**src/rtl/inst_fetch_pkg.sv**
```systemverilog
// inst_fetch_pkg: shared fetch constants and FSM encoding
package inst_fetch_pkg;
  localparam int INST_WIDTH = 32;
  localparam logic [31:0] PC_INCR = 32'd4;
  localparam logic [31:0] RESET_PC_DEFAULT = 32'h0000_0000;
  typedef enum logic [1:0] {BOOT, RUN, FLUSH} state_t;
endpackage

```
**src/rtl/fetch_fifo.sv**
```systemverilog
// fetch_fifo: synchronous FIFO with push, pop, flush, count, full and empty
module fetch_fifo #(
  parameter int WIDTH = 32,
  parameter int DEPTH = 2
) (
  input  logic                   clk,
  input  logic                   rst,
  input  logic                   push,
  input  logic                   pop,
  input  logic                   flush,
  input  logic [WIDTH-1:0]       din,
  output logic [WIDTH-1:0]       dout,
  output logic [$clog2(DEPTH):0] count,
  output logic                   full,
  output logic                   empty
);
  localparam int AW = $clog2(DEPTH);
  logic [WIDTH-1:0] mem [DEPTH];
  logic [AW-1:0] rptr, wptr;
  assign dout = mem[rptr];
  assign full = count == (AW+1)'(DEPTH);
  assign empty = count == '0;
  always_ff @(posedge clk)
    if (push) mem[wptr] <= din;
  always_ff @(posedge clk)
    if (rst || flush) begin
      rptr <= '0;
      wptr <= '0;
      count <= '0;
    end else begin
      if (push) wptr <= wptr + AW'(1);
      if (pop) rptr <= rptr + AW'(1);
      count <= count + (AW+1)'(push) - (AW+1)'(pop);
    end
endmodule

```
**src/rtl/inst_fetch.sv**
```systemverilog
// inst_fetch: fetch PC, in-order imem requests and {pc,inst} buffer to decode; INST_FETCH_BYPASS_EN adds same-cycle response bypass
module inst_fetch
  import inst_fetch_pkg::*;
#(
  parameter int BUF_DEPTH = 2,
  parameter logic [31:0] RESET_PC = RESET_PC_DEFAULT
) (
  input  logic                  clk,
  input  logic                  reset,
  output logic                  imem_req_valid,
  input  logic                  imem_req_ready,
  output logic [31:0]           imem_req_addr,
  input  logic                  imem_rsp_valid,
  input  logic [INST_WIDTH-1:0] imem_rsp_data,
  input  logic                  redirect_valid,
  input  logic [31:0]           redirect_pc,
  input  logic                  stall,
  output logic                  if_valid,
  output logic [INST_WIDTH-1:0] if_inst,
  output logic [31:0]           if_pc,
  input  logic                  if_ready
);
  localparam int CW = $clog2(BUF_DEPTH) + 1;
  localparam int BW = 32 + INST_WIDTH;
  state_t state, state_n;
  logic [31:0] fetch_pc, rsp_pc;
  logic [CW-1:0] inflight, buf_count, discard, discard_n;
  logic [BW-1:0] buf_head;
  logic pend_full, pend_empty, buf_full, buf_empty;
  logic req_fire, rsp_keep, take, bypass, buf_push, buf_pop;
  assign req_fire = imem_req_valid && imem_req_ready;
  assign rsp_keep = imem_rsp_valid && discard == '0;
  assign take = if_ready && !stall;
`ifdef INST_FETCH_BYPASS_EN
  assign bypass = buf_empty && rsp_keep && take && !redirect_valid;
`else
  assign bypass = 1'b0;
`endif
  assign buf_push = rsp_keep && !redirect_valid && !bypass;
  assign buf_pop = if_valid && take && !buf_empty;
  assign if_valid = !redirect_valid && (!buf_empty || bypass);
  assign if_pc = if_valid ? (bypass ? rsp_pc : buf_head[BW-1:INST_WIDTH]) : '0;
  assign if_inst = if_valid ? (bypass ? imem_rsp_data : buf_head[INST_WIDTH-1:0]) : '0;
  assign imem_req_addr = fetch_pc;
  assign imem_req_valid = state != BOOT && !stall && !redirect_valid &&
                          ({1'b0, inflight} + {1'b0, buf_count} < (CW+1)'(BUF_DEPTH));
  // a redirect turns every outstanding request, including one answered this cycle, into a discard
  assign discard_n = redirect_valid ? inflight - CW'(imem_rsp_valid)
                                    : discard - CW'(imem_rsp_valid && discard != '0);
  always_comb state_n = (state != BOOT && discard_n != '0) ? FLUSH : RUN;
  always_ff @(posedge clk)
    if (reset) begin
      state <= BOOT;
      fetch_pc <= RESET_PC;
      discard <= '0;
    end else begin
      state <= state_n;
      discard <= discard_n;
      fetch_pc <= redirect_valid ? (redirect_pc & ~32'h3) : req_fire ? fetch_pc + PC_INCR : fetch_pc;
    end
  fetch_fifo #(.WIDTH(32), .DEPTH(BUF_DEPTH)) u_pend (
    .clk(clk), .rst(reset), .push(req_fire), .pop(imem_rsp_valid), .flush(1'b0),
    .din(fetch_pc), .dout(rsp_pc), .count(inflight), .full(pend_full), .empty(pend_empty)
  );
  fetch_fifo #(.WIDTH(BW), .DEPTH(BUF_DEPTH)) u_buf (
    .clk(clk), .rst(reset), .push(buf_push), .pop(buf_pop), .flush(redirect_valid),
    .din({rsp_pc, imem_rsp_data}), .dout(buf_head), .count(buf_count), .full(buf_full), .empty(buf_empty)
  );
  always_ff @(posedge clk)
    if (!reset) begin
      assert (!(req_fire && pend_full));
      assert (!(imem_rsp_valid && pend_empty));
      assert (!(buf_push && buf_full && !buf_pop));
    end
endmodule

```
**config.mk**
```make
export PLATFORM = sky130hd
export DESIGN_NAME = inst_fetch
export DESIGN_NICKNAME = d
export VERILOG_FILES = /design/src/rtl/inst_fetch_pkg.sv /design/src/rtl/fetch_fifo.sv /design/src/rtl/inst_fetch.sv
export SDC_FILE = /design/constraint.sdc
export NUM_CORES = 1
export LEC_CHECK = 0
export ABC_AREA = 0
export BUFFER_PORTS_ARGS = -buffer_cell sky130_fd_sc_hd__buf_2
export CAP_MARGIN = 10
export CORE_MARGIN = 5
export CORE_UTILIZATION = 40
export DETAILED_ROUTE_END_ITERATION = 7
export PLACE_DENSITY = 0.62
export SKIP_CTS_REPAIR_TIMING = 1
export SLEW_MARGIN = 20
export SYNTH_ARGS = -nofsm -noshare
export SYNTH_HDL_FRONTEND = slang
export SYNTH_SLANG_ARGS = --single-unit
```
**constraint.sdc**
```tcl
create_clock -name clk -period 5.3 [get_ports clk]
set_input_delay 1.59 -clock clk [delete_from_list [all_inputs] [get_ports clk]]
set_output_delay 1.59 -clock clk [all_outputs]
set_load 0.02 [all_outputs]
```
==> results of run 1 <==
-- cell families (layout without fill, tap and decap cells) --
family          after synthesis  in the layout  synth area share (%)
compound gates               76             76                  5.50
xor+xnor                     16             16                  1.51
fa+ha+maj                     6              6                 0.890
buf+inv                      50            231                  2.28
flops                       228            228                  69.0
mux                          95             95                  10.7
other cells                   1              4                0.0404
simple gates                189            189                  10.1
-- cell usage in the layout (no fill, tap or decap), types with 5 or more instances in the layout --
cell type,Yosys,routed
sky130_fd_sc_hd__nor2_1,94,93
sky130_fd_sc_hd__a211oi_1,9,9
sky130_fd_sc_hd__and3_1,8,8
sky130_fd_sc_hd__ha_1,5,5
sky130_fd_sc_hd__o21ai_0,14,14
sky130_fd_sc_hd__buf_2,1,162
sky130_fd_sc_hd__nor3_1,13,13
sky130_fd_sc_hd__nand2_1,17,17
sky130_fd_sc_hd__mux2_2,31,31
sky130_fd_sc_hd__clkinv_2,0,7
sky130_fd_sc_hd__inv_1,10,10
sky130_fd_sc_hd__edfxtp_1,184,184
sky130_fd_sc_hd__buf_12,0,5
sky130_fd_sc_hd__mux2i_1,64,64
sky130_fd_sc_hd__nand3_1,13,13
sky130_fd_sc_hd__a21oi_1,21,21
sky130_fd_sc_hd__nor4_1,8,8
sky130_fd_sc_hd__xnor2_1,12,12
sky130_fd_sc_hd__buf_4,4,9
sky130_fd_sc_hd__and2_1,7,6
sky130_fd_sc_hd__dfxtp_1,44,43
sky130_fd_sc_hd__clkbuf_16,0,25
sky130_fd_sc_hd__nand4_1,6,6
-- flip-flops by register name (all words and copies together) (netlist names), named ones only --
register / cells
u_buf.rptr: 1
u_pend.rptr: 1
discard: 2
u_buf.count: 2
u_pend.wptr: 1
u_pend.count: 2
imem_req_addr: 30
u_buf.wptr: 1
u_pend.mem: 60
state: 2
u_buf.mem: 124
-- area by class of cell --
class | count | share of cell area [%]
Clock inverter | 14 | 1.55
Inverter | 11 | 0.365
Tap cell | 285 | 3.15
Multi-Input combinational cell | 386 | 23.8
Timing Repair Buffer | 176 | 8.65
Clock buffer | 30 | 5.79
Sequential cell | 228 | 56.7
-- power groups by stage --
stage | Sequential [mW] | Combinational (mW) | Clock [mW]
6_report | 2.07 | 0.291 | 1.73
5_1_grt | 2.08 | 0.318 | 1.84
4_1_cts | 2.07 | 0.294 | 1.77
3_5_place_dp | 2.11 | 0.292 | 0
3_3_place_gp | 2.11 | 0.288 | 0
2_1_floorplan | 2.11 | 0.168 | 0
-- routing by layer --
| metal | global-route usage [%] | share of wire, % |
|---|---|---|
| met3 | 3.04 | 7.3 |
| met2 | 25.3 | 47 |
| met4 | 3.69 | 1.6 |
| met5 | 0 | 0 |
| met1 | 21.3 | 44 |
-- worst max-delay path, delay by kind of cell --
family	cells	cell delay [ps]
buffers and inverters	4	690
AO/OA/AOI/OAI	1	350
AND/OR/NAND/NOR	1	80
-- through the flow --
stage               cell area [µm²]  hold WS [ps]  util (%)
floorplan                      9290           480         -
global placement              10500           492      46.2
detailed placement            10500           503      46.2
CTS                           11300           522      49.8
global route                  11300           541      49.8
finish                        11300           525      49.8
-- path summary, 6_finish.rpt --
path | startpoint | end | slack, ps | cells past startpoint
worst min-delay path | u_pend.rptr | u_pend.rptr | 520 | 2
worst max register to register | u_buf.count[0] | u_pend.mem[0][30] | 2200 | 8
worst max-delay path | redirect_valid | if_inst[11] | 970 | 6
worst min register to register | u_pend.rptr | u_pend.rptr | 520 | 2
==> summary.md, run 1 <==
The run finished with clean final reports. For the number of synthesis warnings, the log shows 0. The most numerous cell type found on the critical path is sky130_fd_sc_hd__buf_2. The run gives 5797 as the number of global-route vias before repair. The die height came out at 162 µm.

The tools report the element type at the critical path start as a primary input. Adding up every negative setup slack in the final design gives 0 ps. The post-synthesis instance area is 9280 µm², and the total half-perimeter wirelength after legalization and detailed placement is 13800 µm. The run gives 24 as the CTS buffer count.

The flip-flop cell with the highest count after synthesis is sky130_fd_sc_hd__edfxtp_1. The count of routing violations after the opening detailed-route iteration was 333. Yosys instantiated no cell more often than sky130_fd_sc_hd__edfxtp_1. The die is 162 µm wide. The switching part of the total works out to 21.8%.

Sequential cells burn 50.5% of the power. For the number of antenna violations at the first check in global routing, the log shows 0. After synthesis, flip-flops and latches occupy 69.0% of the total area. In the final layout, the multi-input gates occupy 2700 µm².

The number of enable-type register cells in the synthesized netlist works out to 184. The max-slew violation count is 0. The start-to-end type of the worst setup path is primary input to output pin. The area growth from synthesis to layout is 21.9%.

A synthesized cell averages 14.0 µm². The tools report the endpoint type of the worst setup path as an output pin. The count of buffers added on input and output ports is 162. The core region is 22700 µm².

Combinational logic burns 7.1% of the power. The later pin in the worst-skew pair is clocked with a latency of 510 ps. The detailed-route vias per instance was 5.21.

The total internal power was 3.20 mW; the number of standard cells in the final layout excluding fillers was 1130. The achievable frequency was 231 MHz; the number of placed instances with taps included was 1086. The fraction of power consumed by the clock network is 42.4%.

Between clock sinks in the finished design, the worst skew comes to 11.8 ps. Ranked by instance count, the synthesized netlist is headed by sky130_fd_sc_hd__edfxtp_1 (184), sky130_fd_sc_hd__nor2_1 (94), sky130_fd_sc_hd__mux2i_1 (64). The tools report the total number of vias as 5885. The I/O pin count came out at 169. In the global route stage, overall resource usage came out at 15.4%. For this design, the sink count on the clock tree is 228.

The ratio of cells with drive above 1 in the final layout was 30.7%; the sequential cell area was 6410 µm². For this design the ratio of total power to cell area is 362 nW/µm². Synthesis produced a netlist whose cell count is 661. On the critical path, the stage with the largest delay is an instance of sky130_fd_sc_hd__o21ai_4. The post-synthesis cell type with the largest combined area is sky130_fd_sc_hd__edfxtp_1.

The initial utilization of the core area, before any placement, comes to 40.9%. Counting along the longest clock path gives a buffer depth of 3. The final weighted congestion in routability-driven placement is 0.775, and the arrival time at the worst endpoint is 2740 ps.

TritonCTS built the clock tree. Total DRC errors in the routed layout: 0. The logs give 4.12 nW for the cell leakage power and 21000 µm for the total length of routed wires. The worst endpoint required time came out at 3710 ps. By area the synthesized netlist is led by sky130_fd_sc_hd__edfxtp_1 (60%), sky130_fd_sc_hd__dfxtp_1 (9.5%), sky130_fd_sc_hd__mux2i_1 (6.9%). The tool flagged a number of max-cap violations equal to 0. In this run the worst hold path is classified as flop to flop.

Subtracting the final worst setup slack from the clock period gives 4330 ps. Before antenna repair, the detailed router went through 4 iterations. The final critical path takes up 81.7% of the cycle. The first global-routing pass estimated 32400 µm of wire.

The run gives 0 as the post-route antenna net violation count. The total count of hold-check failures in the final report was 0; the critical path's largest stage delay was 350 ps. For the floorplan die area, the log shows 26300 µm². Setup repair after global routing left no endpoint under its margin. At the pin with the least slew margin, the transition time is 928 ps. The number of antenna diodes in the final layout is 0. The root buffer cell chosen for the clock tree is sky130_fd_sc_hd__clkbuf_16.

Clock-pin slew was measured on the worst setup and hold paths at 60 ps. Counting flops with an async set or reset pin after synthesis yields a share of 0%. Prior to clock tree synthesis, the placed netlist has a worst setup slack of 943 ps. For this run, the post-layout net count is 904. For the number of rows created at floorplan, the log shows 55. Setup slack closes at 970 ps.

Dividing the detail-routed wire length by the instance count gives 18.6 µm. The leftover overflow at the end of global routing is 0, and the count of unique library cells instantiated by Yosys is 58. Peak supply drop: 0.199 mV. The critical path goes through buf_2 > clkinv_1 > o21ai_4 > buf_12 > nor2_1 > buf_2. The run gives 4.10 mW as the overall power. Setup violations remaining at the end of the flow were counted as 0. In this run the power spent charging and discharging nets is 894 µW.

For the number of fillers in the final layout, the log shows 2000. The number of synthesized register bits came out at 228. The area share of the largest cell type after synthesis is 59.5%, and the worst-case headroom to the max-slew limit is 37.9%. Entering global routing, the biggest net connects 48 pins.

Of all nets on the critical path, the largest fanout is 37. For the number of levels in the clock H-tree, the log shows 1.
Note: power is estimated with default switching activity, not from simulation.
==> inputs of run 2 (changes only) <==
==> constraint.sdc (replaced) <==
create_clock -name clk -period 3.8 [get_ports clk]
set_input_delay 1.14 -clock clk [delete_from_list [all_inputs] [get_ports clk]]
set_output_delay 1.14 -clock clk [all_outputs]
set_load 0.02 [all_outputs]
==> run 2 against run 1 <==
Clock power up 22%. Global-route usage down 0.26 points. Utilization is 0.12 points lower. Clock skew decreased by 2.9 ps. Sequential power grew 40%. Critical endpoint is now imem_req_valid. Largest power group unchanged.
==> summary.md, run 2 (synthesis results as in run 1) <==
Setup repair after global routing left no endpoint under its margin. The peak supply drop was 0.286 mV (+44%); the switching part of the total was 21.9% (+0.092 points). The ratio of cells with drive above 1 in the final layout came out at 30.4% (-0.29 points). The layout net count is 914 (+1.1%). For the total count of hold-check failures in the final report, the log shows 0 (unchanged).

The largest net degree at the start of global routing is 55 (+15%). The logs give 4 (unchanged) for the number of optimization iterations in the first detailed-route pass and 39.0% (-3.4 points) for the fraction of power consumed by the clock network. The number of setup violations in the final report came out at 0 (unchanged).

Maximum fanout encountered on the critical timing path: 2 (-95%). The total internal power is 4.22 mW (+32%). Reg-to-reg critical path endpoint: imem_req_addr[8].

For the maximum clock skew at final layout, the log shows 8.93 ps (-2.85 ps). The worst endpoint required time was 2660 ps (-1050 ps). STA classifies the critical path startpoint as a flop. The tools report the count of routing violations after the opening detailed-route iteration as 336 (+0.90%). The library cells used most frequently in the layout, excluding fill and tap cells, are sky130_fd_sc_hd__edfxtp_1 (184), sky130_fd_sc_hd__buf_2 (162), sky130_fd_sc_hd__nor2_1 (93). The total length of routed wires is 20400 µm (-2.6%), and the clock-pin transition on the worst setup and hold timing paths is 60 ps (about the same). The area of the placeable core came out at 22700 µm² (unchanged). The critical path is of the flop to output pin type. The number of flip-flops in the largest register is 124 (unchanged).

CTS root buffer: sky130_fd_sc_hd__clkbuf_16. End point of the most critical hold path: u_pend.rptr. The detailed-route vias per instance was 5.10 (-2.1%). The cell leakage power was 4.10 nW (-0.44%). The run gives 26300 µm² (unchanged) as the floorplan die area.

The number of max-capacitance violations reported was 0 (unchanged). The worst reg2reg path depth is 9 (+1). The net switching power was 1.19 mW (+33%); the total number of vias was 5804 (-1.4%).

For the total DRC errors in the routed layout, the log shows 0 (unchanged). The antenna diode instance count was 0 (unchanged); the CTS sink count was 228 (unchanged). The flow ran to the end, and the final reports show no timing, DRC or antenna violations. The logs give 0 (unchanged) for the post-route antenna net violation count and 3 (unchanged) for the maximum clock insertion buffer count. In this run the most used layer during global routing was met2. The run gives 40.9% (unchanged) as the effective utilization at floorplan. The post-detailed-route wirelength per cell came out at 17.9 µm (-3.3%). The endpoint type of the worst setup path was an output pin.

Counting I/O delays and the setup requirement, the final critical path takes 3400 ps. The tools report the setup slack of the worst register-to-register path as 1000 ps (-1200 ps). The leftover overflow at the end of global routing was 0 (unchanged); the number of levels in the clock H-tree was 1 (unchanged). The number of buffers inserted by port buffering is 162 (unchanged), and the die height is 162 µm (unchanged). The run gives 2260 ps (-480 ps) as the arrival time at the worst endpoint.

Max-slew violation count: 0 (unchanged). The tightest min-delay check is of the flop to flop type. The tools report the setup TNS as 0 ps (unchanged). The number of rows created at floorplan was 55 (unchanged). The run gives 13600 µm (-1.3%) as the total half-perimeter wirelength after legalization and detailed placement. The total routing resource utilization after global routing was 15.2% (-0.26 points). The instance count along the most critical hold path is 2 (unchanged), and the met1 routing resource usage after global routing is 21.3% (about the same).

For the I/O pin count, the log shows 169 (unchanged). Timing would allow up to 294 MHz. The tools report the worst reg2reg path startpoint as u_buf.count[0]. The logs give 53.3% (+2.8 points) for the sequential fraction of design power and 6410 µm² (unchanged) for the sequential cell area. The worst hold path begins at u_pend.rptr. The global-route met2 utilization was 24.6% (-0.68 points).

The run gives 2006 (+0.30%) as the number of fillers in the final layout. The area used by multi-input combinational logic is 2700 µm² (unchanged). The tools report the number of antenna violations at the first check in global routing as 0 (unchanged). The number of global-route vias before repair was 5732 (-1.1%); the area added between synthesis and finish was 21.6%. The share of the cycle needed by the critical path after routing is 89.4%, and the later-pin clock latency in the skew report is 500 ps (about the same).

TritonCTS built the clock tree. The run gives 3.02% (-0.025 points) as the met3 track demand over resource in global routing. Share of power burned in combinational logic: 7.6% (+0.5 points). The width of the chip was 162 µm (unchanged); the slew at the pin closest to its max-slew limit was 592 ps (-336 ps).

The most common library cell in the layout ignoring fill and taps was sky130_fd_sc_hd__edfxtp_1. The first-pass GRT wire length is 31900 µm (-1.6%), and the final core area utilization is 49.7% (-0.12 points). The register with the most flip-flops in the final layout is u_buf.mem.

The CTS buffer count was 24 (unchanged); the final weighted congestion in routability-driven placement was 0.804 (+3.8%). The worst-case headroom to the max-slew limit came out at 60.4% (+22 points). Power density relative to cell area: 479 nW/µm² (+32%).
==> run 2: power groups by stage <==
stage | logic (mW) | clock network, mW | registers, mW
after floorplan | 0.236 | 0 | 2.94
after global placement | 0.410 | 0 | 2.93
after detailed placement | 0.416 | 0 | 2.94
after CTS | 0.419 | 2.17 | 2.89
after global routing | 0.456 | 2.28 | 2.90
final | 0.413 | 2.11 | 2.89
==> run 2: area by class of cell <==
class                           instances  area share [%]
Inverter                               11           0.366
Sequential cell                       228            56.8
Multi-Input combinational cell        386            23.9
Timing Repair Buffer                  186            9.45
Clock inverter                          4           0.177
Clock buffer                           38            6.15
Tap cell                              285            3.16
==> run 2: worst max-delay path by stage <==
stage                   start                end  slack [ps]  cells past startpoint
6_report       u_buf.count[0]     imem_req_valid         400                      6
3_3_place_gp   redirect_valid           if_pc[9]         490                      6
5_1_grt        u_buf.count[0]     imem_req_valid         190                      6
2_1_floorplan           stall  u_pend.mem[0][10]           8                      4
4_1_cts        u_buf.count[0]     imem_req_valid         370                      6
3_5_place_dp   redirect_valid          if_pc[12]         470                      6
==> run 2: stage by stage <==
stage	power [mW]	area, µm²	worst slack [ps]	hold WS (ps)	instances
final	5.41	11300	401	523	1138
after global routing	5.64	11300	186	562	1138
after CTS	5.47	11300	370	525	1138
after detailed placement	3.35	10600	471	511	1096
after global placement	3.34	10600	491	496	1096
after floorplan	3.18	9300	7.93	480	664
==> run 2: critical path: stages (launching register included) <==
cell and delay (ps):
sky130_fd_sc_hd__dfxtp_1 370, sky130_fd_sc_hd__inv_1 80, sky130_fd_sc_hd__nor2_1 130, sky130_fd_sc_hd__fa_1 430, sky130_fd_sc_hd__nor4_1 380, sky130_fd_sc_hd__and2_1 200, sky130_fd_sc_hd__buf_2 170
==> run 2: routing by layer <==
layer	part of all wire, %	up-vias
met5	0	-
met4	1.3	0
met3	6.5	20
met2	46	172
met1	46	2782
li1	-	2830
